## config.mk

```make
export PLATFORM = sky130hd
export DESIGN_NAME = cost_monitor
export DESIGN_NICKNAME = d
export VERILOG_FILES = /design/src/rtl/cost_monitor.sv
export SDC_FILE = /design/constraint.sdc
export NUM_CORES = 1
export LEC_CHECK = 0
export BUFFER_PORTS_ARGS = -buffer_cell sky130_fd_sc_hd__buf_2
export CAP_MARGIN = 40
export CORE_MARGIN = 1.5
export CORE_UTILIZATION = 35
export DETAILED_ROUTE_END_ITERATION = 8
export GPL_TIMING_DRIVEN = 0
export PLACE_DENSITY_LB_ADDON = 0.05
export SYNTH_ARGS = -nofsm -noshare
export SYNTH_HDL_FRONTEND = slang
export SYNTH_SLANG_ARGS = --single-unit
```

## constraint.sdc

```tcl
create_clock -name clk -period 7.25 [get_ports clk]
set_input_delay 0.3625 -clock clk [delete_from_list [all_inputs] [get_ports clk]]
set_output_delay 0.3625 -clock clk [all_outputs]
set_load 0.005 [all_outputs]
```

## src/rtl/cost_monitor.sv

```systemverilog
// Epoch supervisor for the squared-error cost accumulator: averages cost per epoch and
// decides convergence or stop. Build with COST_MON_SAT_EN to saturate a wrapped (negative) cost.
module cost_monitor #(
  parameter int WIDTH     = 32,
  parameter int FRAC      = 24,
  parameter int LOG2_N    = 2,
  parameter int EPOCH_W   = 16,
  parameter int MAX_EPOCH = 1000,
  parameter int PATIENCE  = 8
) (
  input  logic               clk,
  input  logic               rst,
  input  logic               i_start,
  input  logic               i_sample_done,
  input  logic [WIDTH-1:0]   i_cost,
  input  logic [WIDTH-1:0]   i_thresh,
  output logic               o_acc_clr,
  output logic [WIDTH-1:0]   o_mean,
  output logic               o_mean_valid,
  output logic [WIDTH-1:0]   o_best,
  output logic [EPOCH_W-1:0] o_epoch,
  output logic               o_busy,
  output logic               o_converged,
  output logic               o_timeout,
`ifdef COST_MON_SAT_EN
  output logic               o_cost_ovf,
`endif
  output logic               o_overrun
);

  localparam int STALL_W = (PATIENCE < 1) ? 1 : $clog2(PATIENCE + 1);
  localparam logic [STALL_W-1:0] PAT_V     = STALL_W'(PATIENCE);
  localparam logic [EPOCH_W-1:0] MAX_EP_V  = EPOCH_W'(MAX_EPOCH);
  localparam logic [EPOCH_W-1:0] EP_SAT    = {EPOCH_W{1'b1}};
  localparam logic [LOG2_N-1:0]  LAST_CNT  = {LOG2_N{1'b1}};
  localparam logic [WIDTH-1:0]   MAX_POS   = {1'b0, {(WIDTH-1){1'b1}}};

  if (FRAC >= WIDTH || LOG2_N < 1 || MAX_EPOCH < 1 || PATIENCE < 1) begin : g_param_err
    $error("cost_monitor: invalid parameter set");
  end

  typedef enum logic [2:0] {
    IDLE   = 3'd0,
    RUN    = 3'd1,
    SETTLE = 3'd2,
    EVAL   = 3'd3,
    DONE   = 3'd4
  } state_t;

  state_t               r_state, w_next_state;
  logic [LOG2_N-1:0]    r_count;
  logic [STALL_W-1:0]   r_stall;
  logic [WIDTH-1:0]     r_mean, r_best;
  logic [EPOCH_W-1:0]   r_epoch;
  logic                 r_acc_clr, r_mean_valid, r_converged, r_timeout, r_overrun;
  logic [WIDTH-1:0]     w_shift;
  logic                 w_below_thresh, w_improve, w_stop;
  logic [STALL_W-1:0]   w_stall_inc;
`ifdef COST_MON_SAT_EN
  logic                 r_cost_ovf;
  assign o_cost_ovf = r_cost_ovf;
`endif

  assign w_shift        = WIDTH'($signed(i_cost) >>> LOG2_N);
  assign w_below_thresh = $signed(r_mean) < $signed(i_thresh);
  assign w_improve      = $signed(r_mean) < $signed(r_best);
  assign w_stall_inc    = r_stall + STALL_W'(1);
  // o_epoch already holds the just-finished epoch when EVAL runs
  assign w_stop         = (!w_improve && (w_stall_inc == PAT_V)) || (r_epoch == MAX_EP_V);

  always_ff @(posedge clk or posedge rst) begin
    if (rst) r_state <= IDLE;
    else     r_state <= w_next_state;
  end

  always_comb begin
    w_next_state = r_state;
    case (r_state)
      IDLE:   w_next_state = IDLE;
      RUN:    if (i_sample_done && (r_count == LAST_CNT)) w_next_state = SETTLE;
              else w_next_state = RUN;
      SETTLE: w_next_state = EVAL;
      EVAL:   if (w_below_thresh || w_stop) w_next_state = DONE;
              else w_next_state = RUN;
      DONE:   w_next_state = DONE;
      default: w_next_state = IDLE;
    endcase
    if (i_start) w_next_state = RUN;
  end

  always_ff @(posedge clk or posedge rst) begin
    if (rst) begin
      r_count      <= '0;
      r_stall      <= '0;
      r_mean       <= '0;
      r_best       <= MAX_POS;
      r_epoch      <= '0;
      r_acc_clr    <= 1'b0;
      r_mean_valid <= 1'b0;
      r_converged  <= 1'b0;
      r_timeout    <= 1'b0;
      r_overrun    <= 1'b0;
`ifdef COST_MON_SAT_EN
      r_cost_ovf   <= 1'b0;
`endif
    end else begin
      r_acc_clr    <= 1'b0;
      r_mean_valid <= 1'b0;
      if (i_start) begin
        r_count     <= '0;
        r_stall     <= '0;
        r_best      <= MAX_POS;
        r_epoch     <= '0;
        r_acc_clr   <= 1'b1;
        r_converged <= 1'b0;
        r_timeout   <= 1'b0;
        r_overrun   <= 1'b0;
`ifdef COST_MON_SAT_EN
        r_cost_ovf  <= 1'b0;
`endif
      end else begin
        case (r_state)
          RUN: begin
            if (i_sample_done) r_count <= r_count + LOG2_N'(1);
          end
          SETTLE: begin
`ifdef COST_MON_SAT_EN
            if (i_cost[WIDTH-1]) begin
              r_mean     <= MAX_POS;
              r_cost_ovf <= 1'b1;
            end else begin
              r_mean     <= w_shift;
            end
`else
            r_mean <= w_shift;
`endif
            r_mean_valid <= 1'b1;
            r_acc_clr    <= 1'b1;
            if (r_epoch != EP_SAT) r_epoch <= r_epoch + EPOCH_W'(1);
            if (i_sample_done) r_overrun <= 1'b1;
          end
          EVAL: begin
            if (i_sample_done) r_overrun <= 1'b1;
            if (w_below_thresh) begin
              r_converged <= 1'b1;
            end else begin
              if (w_improve) begin
                r_best  <= r_mean;
                r_stall <= '0;
              end else begin
                r_stall <= w_stall_inc;
              end
              if (w_stop) r_timeout <= 1'b1;
            end
          end
          default: begin
          end
        endcase
      end
    end
  end

  assign o_acc_clr    = r_acc_clr;
  assign o_mean       = r_mean;
  assign o_mean_valid = r_mean_valid;
  assign o_best       = r_best;
  assign o_epoch      = r_epoch;
  assign o_busy       = (r_state == RUN) || (r_state == SETTLE) || (r_state == EVAL);
  assign o_converged  = r_converged;
  assign o_timeout    = r_timeout;
  assign o_overrun    = r_overrun;

endmodule

```

==> reports/metrics.yaml, run 1 <==
ctsResizeCount: 0
p_int_w: 0.000886
maxSlewViolCount: 0
htreeDepth: 3
clock_path_buffers: 2
finalHoldViolations: 0
postSynthAreaPerCell_um2: 10.1
gp_congestion: 0.825
grt-ovfl-total: 0
netlist_area_um2: 5670
initial_core_util_pct: 35.7
yosysTopAreaCell: "dfrtp_1"
startpoint_type: "flop"
max_freq_mhz: 309
power_density_nw_per_um2: 169
drtIter0Drc: 147
fin_skew_ns: 0.00635
core.rowCount: 46
first_pass_iters: 4
synth-main-ff-cell: "dfrtp_1"
synth-seq-cells: 91
cts_tree: "yes"
fin_crit_sh_pct: 44.6
tns_ns: 0
tightest_slew_ns: 0.818
crit_family: "simple AND/OR/NAND/NOR gates"
crit_path_end_kind: "flop"
yosys_warnings: 0
clkPwrFrac_pct: 42.5
nets: 859
hold_buffers: 0
timing.final.crit_period_ns: 3.24
numClockSinks: 91
grtUsageTotal_pct: 19.1
netlist_top_cells_count: "68 x inv_1, 66 x ha_1, 61 x dfrtp_1"
core-area_um2: 15900
p_leak_nw: 3.61
path_class: "reg -> reg"
numCtsBuffers: 9
portBuffers: 150
slowest_delay_ns: 0.70
path_cells: "ha_1, nand4_1, nor2_1, nor4b_1, o311a_1, o22ai_4, nor3_2, buf_2, o211ai_1"
pin_count: 154
post-cts-setup-buffers: 0
synth_area_leaders: "dfrtp_1 27%, ha_1 15%, dfstp_2 14%"
r2r_slack_ns: 4.01
synth_top_area_share_pct: 26.9
die_height_um: 130
comb_power_share_pct: 12.3
placed_area_um2: 6720
die_area_um2: 17000
postSynthNetCount: 697
synth_edf_count: 0
antenna_cells: 0
drcViolationCount: 0
num_vias: 4782
clock_latency_ns: 0.35
dp.cells: 930
hold_path.class: "in -> async"
drive_gt1_share_pct: 34.0
crit_arrival_ns: 3.48
areaGrowthSynthToFinish_pct: 24.0
die_w_um: 130
whs_ns: 0.0834
grt_pass1_wl_um: 25100
power_frac_seq_pct: 45.2
power_switching_w: 0.000301
wire_per_inst_um: 16.2
slew_headroom_pct: 44.7
grt_pass1_vias: 4922
clk_pin_slew_ns: 0.07
vias_per_cell: 5.05
fin_cells: 946
synth_seq_area_share_pct: 40.8
status: "finished clean"
synthMostInstantiatedCell: "inv_1"
setup_viol: 0
grt_antenna_before_repair: 0
cp_max_fo: 10
drv_cap: 0
synthCells: 563
final_area_um2: 7040
dpl.hpwl_um: 11700
rsz0062_at_grt: "no"
crit_buf_inv: 1
cpMaxStageDelayCell: "nor4b_1"
synth_cell_types: 56
async_flop_share_pct: 100
wirelength_um: 15400
peakVddDrop_mv: 0.112
grt_max_degree: 50
p_sw_share_pct: 25.4
clockRootBuffer: "clkbuf_16"
ant_nets: 0
cp.required_ns: 7.50
[layer usage]
metal  vias to the layer above  global-route usage, %  wire length, um
li1                       2356                      -                -
met5                         -                      0                0
met3                        17                   3.28              710
met2                       118                   31.4             7060
met1                      2291                   25.0             7320
met4                         0                   7.52              276
[placed cells by master (no fill, tap or decap), types with 6 or more instances in the layout]
cell type  count
buf_2        154
inv_1         67
ha_1          66
dfrtp_1       61
nor2_1        34
mux2_2        31
dfstp_2       30
a21oi_1       28
nand2_1       26
nand4_1       25
a31oi_1       24
a211o_1       20
o21ai_0       14
clkbuf_1      14
xnor2_1       13
o211ai_1      11
nand3_1       11
clkbuf_16      9
a21o_1         6
nor4_1         6
[final timing paths]
| check | from | end | cells past startpoint |
|---|---|---|---|
| hold reg to reg | o_overrun | o_overrun | 2 |
| max in group asynchronous | rst | o_best[28] | 3 |
| setup / recovery | o_mean[15] | o_best[22] | 9 |
| setup reg to reg | o_mean[15] | o_best[22] | 9 |
| min in group clk | i_cost[29] | o_mean[27] | 2 |
| hold / removal | rst | o_mean[11] | 2 |
[flip-flops by register name, indices dropped and copies added (netlist names)]
| name | count |
|---|---|
| o_mean_valid | 1 |
| r_state | 3 |
| r_stall | 4 |
| o_converged | 1 |
| o_best | 31 |
| o_overrun | 1 |
| o_epoch | 16 |
| o_mean | 30 |
| o_acc_clr | 1 |
| o_timeout | 1 |
| r_count | 2 |
[final cells by class]
cell class | instances | area [um^2]
Inverter | 68 | 258
Tap cell | 216 | 270
Multi-Input combinational cell | 376 | 2940
Timing Repair Buffer | 151 | 778
Fill cell | 1621 | 8850
Sequential cell | 91 | 2310
Clock inverter | 5 | 78.8
Buffer | 28 | 166
Clock buffer | 11 | 233
[power by group through the flow]
stage,Sequential [W],Clock (W),Combinational [W]
floorplan,0.000542,0,0.0000885
global placement,0.000545,0,0.000142
detailed placement,0.000546,0,0.000147
CTS,0.000537,0.000523,0.000148
global route,0.000539,0.000543,0.000167
finish,0.000537,0.000505,0.000146
[kinds of logic (layout without fill, tap and decap cells)]
kind of cell / Yosys count / in the layout / synth area share [%]
AND/OR/NAND/NOR: 136 / 136 / 12.7
AO/OA/AOI/OAI: 125 / 125 / 15.4
buffers and inverters: 96 / 263 / 7.43
flip-flops: 91 / 91 / 40.8
adder cells (fa/ha/maj): 66 / 66 / 14.6
multiplexers: 34 / 34 / 6.75
XOR/XNOR: 15 / 15 / 2.32
[stage by stage]
stage	power (W)	utilization [%]	worst slack, ns
2_1_floorplan	0.000630	-	4.57
3_3_place_gp	0.000688	42.1	3.22
3_5_place_dp	0.000693	42.3	4.04
4_1_cts	0.00121	44.3	4.02
5_1_grt	0.00125	44.3	3.80
6_report	0.00119	44.3	4.01
Power figures use the tool's default switching activity.
==> run 2, diff against run 1 <==
==> constraint.sdc (replaced) <==
create_clock -name clk -period 2.9 [get_ports clk]
set_input_delay 0.145 -clock clk [delete_from_list [all_inputs] [get_ports clk]]
set_output_delay 0.145 -clock clk [all_outputs]
set_load 0.005 [all_outputs]
==> run 2 against run 1 <==
First-iteration DRC count down 0.68%. Routed wire length rose by 1.5%. Critical endpoint is now r_state[0]. Total power rose to 2.5 times the previous value. Critical path type unchanged. Clock-buffer cell count did not move. Hold slack lost 0.061 ns. Register-to-register slack got worse by 3.9 ns. Sequential share of layout area decreased by 1.1 points. Cell area grew 3.5%.
==> reports/metrics.yaml, run 2 (same netlist as run 1, synthesis figures left out) <==
status: "finished clean"  # unchanged
hold_path_depth: 2
path_cells: "ha_1, a211oi_2, o211ai_1, o221a_1, or4b_4, o22a_1, buf_6, buf_6, a311o_1"  # was ha_1, nand4_1, nor2_1, nor4b_1, o311a_1, o22ai_4, nor3_2, buf_2, o211ai_1
vias_per_cell: 5.07  # was 5.05
initial_core_util_pct: 35.7  # unchanged
drv_cap: 0  # unchanged
drtIter0Drc: 146  # was 147
first_pass_iters: 4  # unchanged
clock_path_buffers: 2  # unchanged
cpMaxStageDelayCell: "or4b_4"  # was nor4b_1
tns_ns: 0  # unchanged
r2r_slack_ns: 0.09  # was 4.01 ns
multiInputGateArea_um2: 3050  # was 2940 um^2
die_area_um2: 17000  # unchanged
drive_gt1_share_pct: 36.7  # was 34.0%
core-area_um2: 15900  # unchanged
p_int_w: 0.00224  # was 0.000886 W
reg2regPathDepth: 9  # unchanged
layout_commonest_cell: "buf_2"  # unchanged
cts_tree: "yes"  # unchanged
dpl.hpwl_um: 11700  # unchanged
crit_arrival_ns: 3.04  # was 3.48 ns
die_height_um: 130  # unchanged
timing.final.crit_period_ns: 2.81  # was 3.24 ns
gp_congestion: 0.825  # unchanged
clock_latency_ns: 0.35  # about the same
grt-ovfl-total: 0  # unchanged
setup_viol: 0  # unchanged
pin_count: 154  # unchanged
grt_max_degree: 50  # unchanged
crit_top_cell: "buf_6"
power_frac_seq_pct: 44.6  # was 45.2%
antenna_cells: 0  # unchanged
placed_area_um2: 6720  # unchanged
crit_path_end_kind: "flop"  # unchanged
nets: 868  # was 859
cp_max_fo: 10  # unchanged
startpoint_type: "flop"  # unchanged
fillers: 1610  # was 1,621
numCtsBuffers: 9  # unchanged
max_freq_mhz: 356  # was 309 MHz
grt_pass1_vias: 4946  # was 4,922
wirelength_um: 15600  # was 15,400 um
crit_family: "compound AO/OA/AOI/OAI gates"  # was simple AND/OR/NAND/NOR gates
largest_reg_flops: 31  # unchanged
tightest_slew_ns: 0.647  # was 0.818 ns
grtUsageTotal_pct: 19.2  # was 19.1%
hold_path.class: "in -> reg"  # was in -> async
grt_antenna_before_repair: 0  # unchanged
grt_pass1_wl_um: 25200  # was 25,100 um
seq_area_um2: 2320  # was 2310 um^2
core.rowCount: 46  # unchanged
areaGrowthSynthToFinish_pct: 28.3  # was 24.0%
die_w_um: 130  # unchanged
fin_crit_sh_pct: 96.8  # was 44.6%
fin_skew_ns: 0.00609  # was 0.00635 ns
portBuffers: 150  # unchanged
fin_cells: 955  # was 946
clkPwrFrac_pct: 42.0  # was 42.5%
power_switching_w: 0.000769  # was 0.000301 W
clk_pin_slew_ns: 0.07  # about the same
r2r_start: "o_mean[21]"  # was o_mean[15]
ant_nets: 0  # unchanged
path_class: "reg -> reg"  # unchanged
slew_headroom_pct: 56.8  # was 44.7%
worstReg2RegEnd: "r_state[0]"  # was o_best[22]
comb_power_share_pct: 13.4  # was 12.3%
htreeDepth: 3  # unchanged
num_vias: 4840  # was 4,782
finalHoldViolations: 0  # unchanged
p_sw_share_pct: 25.6  # was 25.4%
maxSlewViolCount: 0  # unchanged
dp_slack_ns: -0.302  # was 4.04 ns
whs_ns: 0.0219  # was 0.0834 ns
peakVddDrop_mv: 0.280  # was 0.112 mV
crit_buf_inv: 2  # was 1
dp.cells: 930  # unchanged
hold_start: "i_cost[29]"
min_delay_worst_endpoint: "o_mean[27]"
final_cell_mix: "151 x buf_2, 67 x inv_1, 64 x ha_1, 59 x dfrtp_1, 32 x nor2_1"  # was 154 x buf_2, 67 x inv_1, 66 x ha_1, 61 x dfrtp_1, 34 x nor2_1
slowest_delay_ns: 0.55  # was 0.70 ns
cp.required_ns: 3.13  # was 7.50 ns
clockRootBuffer: "clkbuf_16"  # unchanged
rsz0062_at_grt: "no"  # unchanged
drcViolationCount: 0  # unchanged
fin_ws_ns: 0.0927  # was 4.01 ns
power_density_nw_per_um2: 414  # was 169 nW/um^2
p_leak_nw: 3.71  # was 3.61 nW
final_area_um2: 7280  # was 7040 um^2
numClockSinks: 91  # unchanged
wire_per_inst_um: 16.3  # was 16.2 um
run 2: power groups by stage:
stage	Combinational, W	Sequential, W	Clock, W
after floorplan	0.000221	0.00135	0
after global placement	0.000356	0.00136	0
after detailed placement	0.000367	0.00137	0
after CTS	0.000387	0.00134	0.00131
after global routing	0.000457	0.00135	0.00136
final	0.000404	0.00134	0.00126
run 2: final cells by class:
class / count / share of cell area, %
sequential: 91 / 31.8
buffer: 28 / 2.60
multi-input combinational: 376 / 42.0
tap: 216 / 3.71
clock buffer: 11 / 3.20
clock inverter: 5 / 1.08
timing repair buffer: 160 / 12.1
inverter: 68 / 3.54
run 2: repair_timing:
action / in CTS / in global routing
setup endpoints to repair: 37 / 43
buffers inserted: 1 / 6
resized for setup: 13 / 19
hold endpoints to repair: 28 / 0
gates cloned: 0 / 1
pin swaps: 1 / 7
hold buffers: 1 / 0
run 2: worst max-delay path by stage:
stage / from / to / cells past startpoint
detailed placement: o_mean[15] / o_best[25] / 9
global placement: rst / o_epoch[13] / 2
floorplan: o_best[17] / o_best[31] / 11
CTS: o_best[17] / o_best[0] / 10
finish: o_mean[21] / r_state[0] / 9
global route: o_mean[21] / r_state[0] / 9
run 2: per-stage QoR:
stage	util [%]	total power, W
floorplan	-	0.00158
global placement	42.1	0.00172
detailed placement	42.3	0.00173
CTS	44.8	0.00304
global route	45.8	0.00316
finish	45.8	0.00301
run 2: metal layers:
| metal | wire length [um] | share of wire, % | GRT usage, % | up-vias |
|---|---|---|---|---|
| met5 | 0 | 0 | 0 | - |
| met4 | 279 | 1.8 | 7.52 | 0 |
| met3 | 788 | 5.1 | 3.32 | 17 |
| met2 | 7240 | 46 | 31.5 | 116 |
| met1 | 7290 | 47 | 25.4 | 2325 |
| li1 | - | - | - | 2382 |
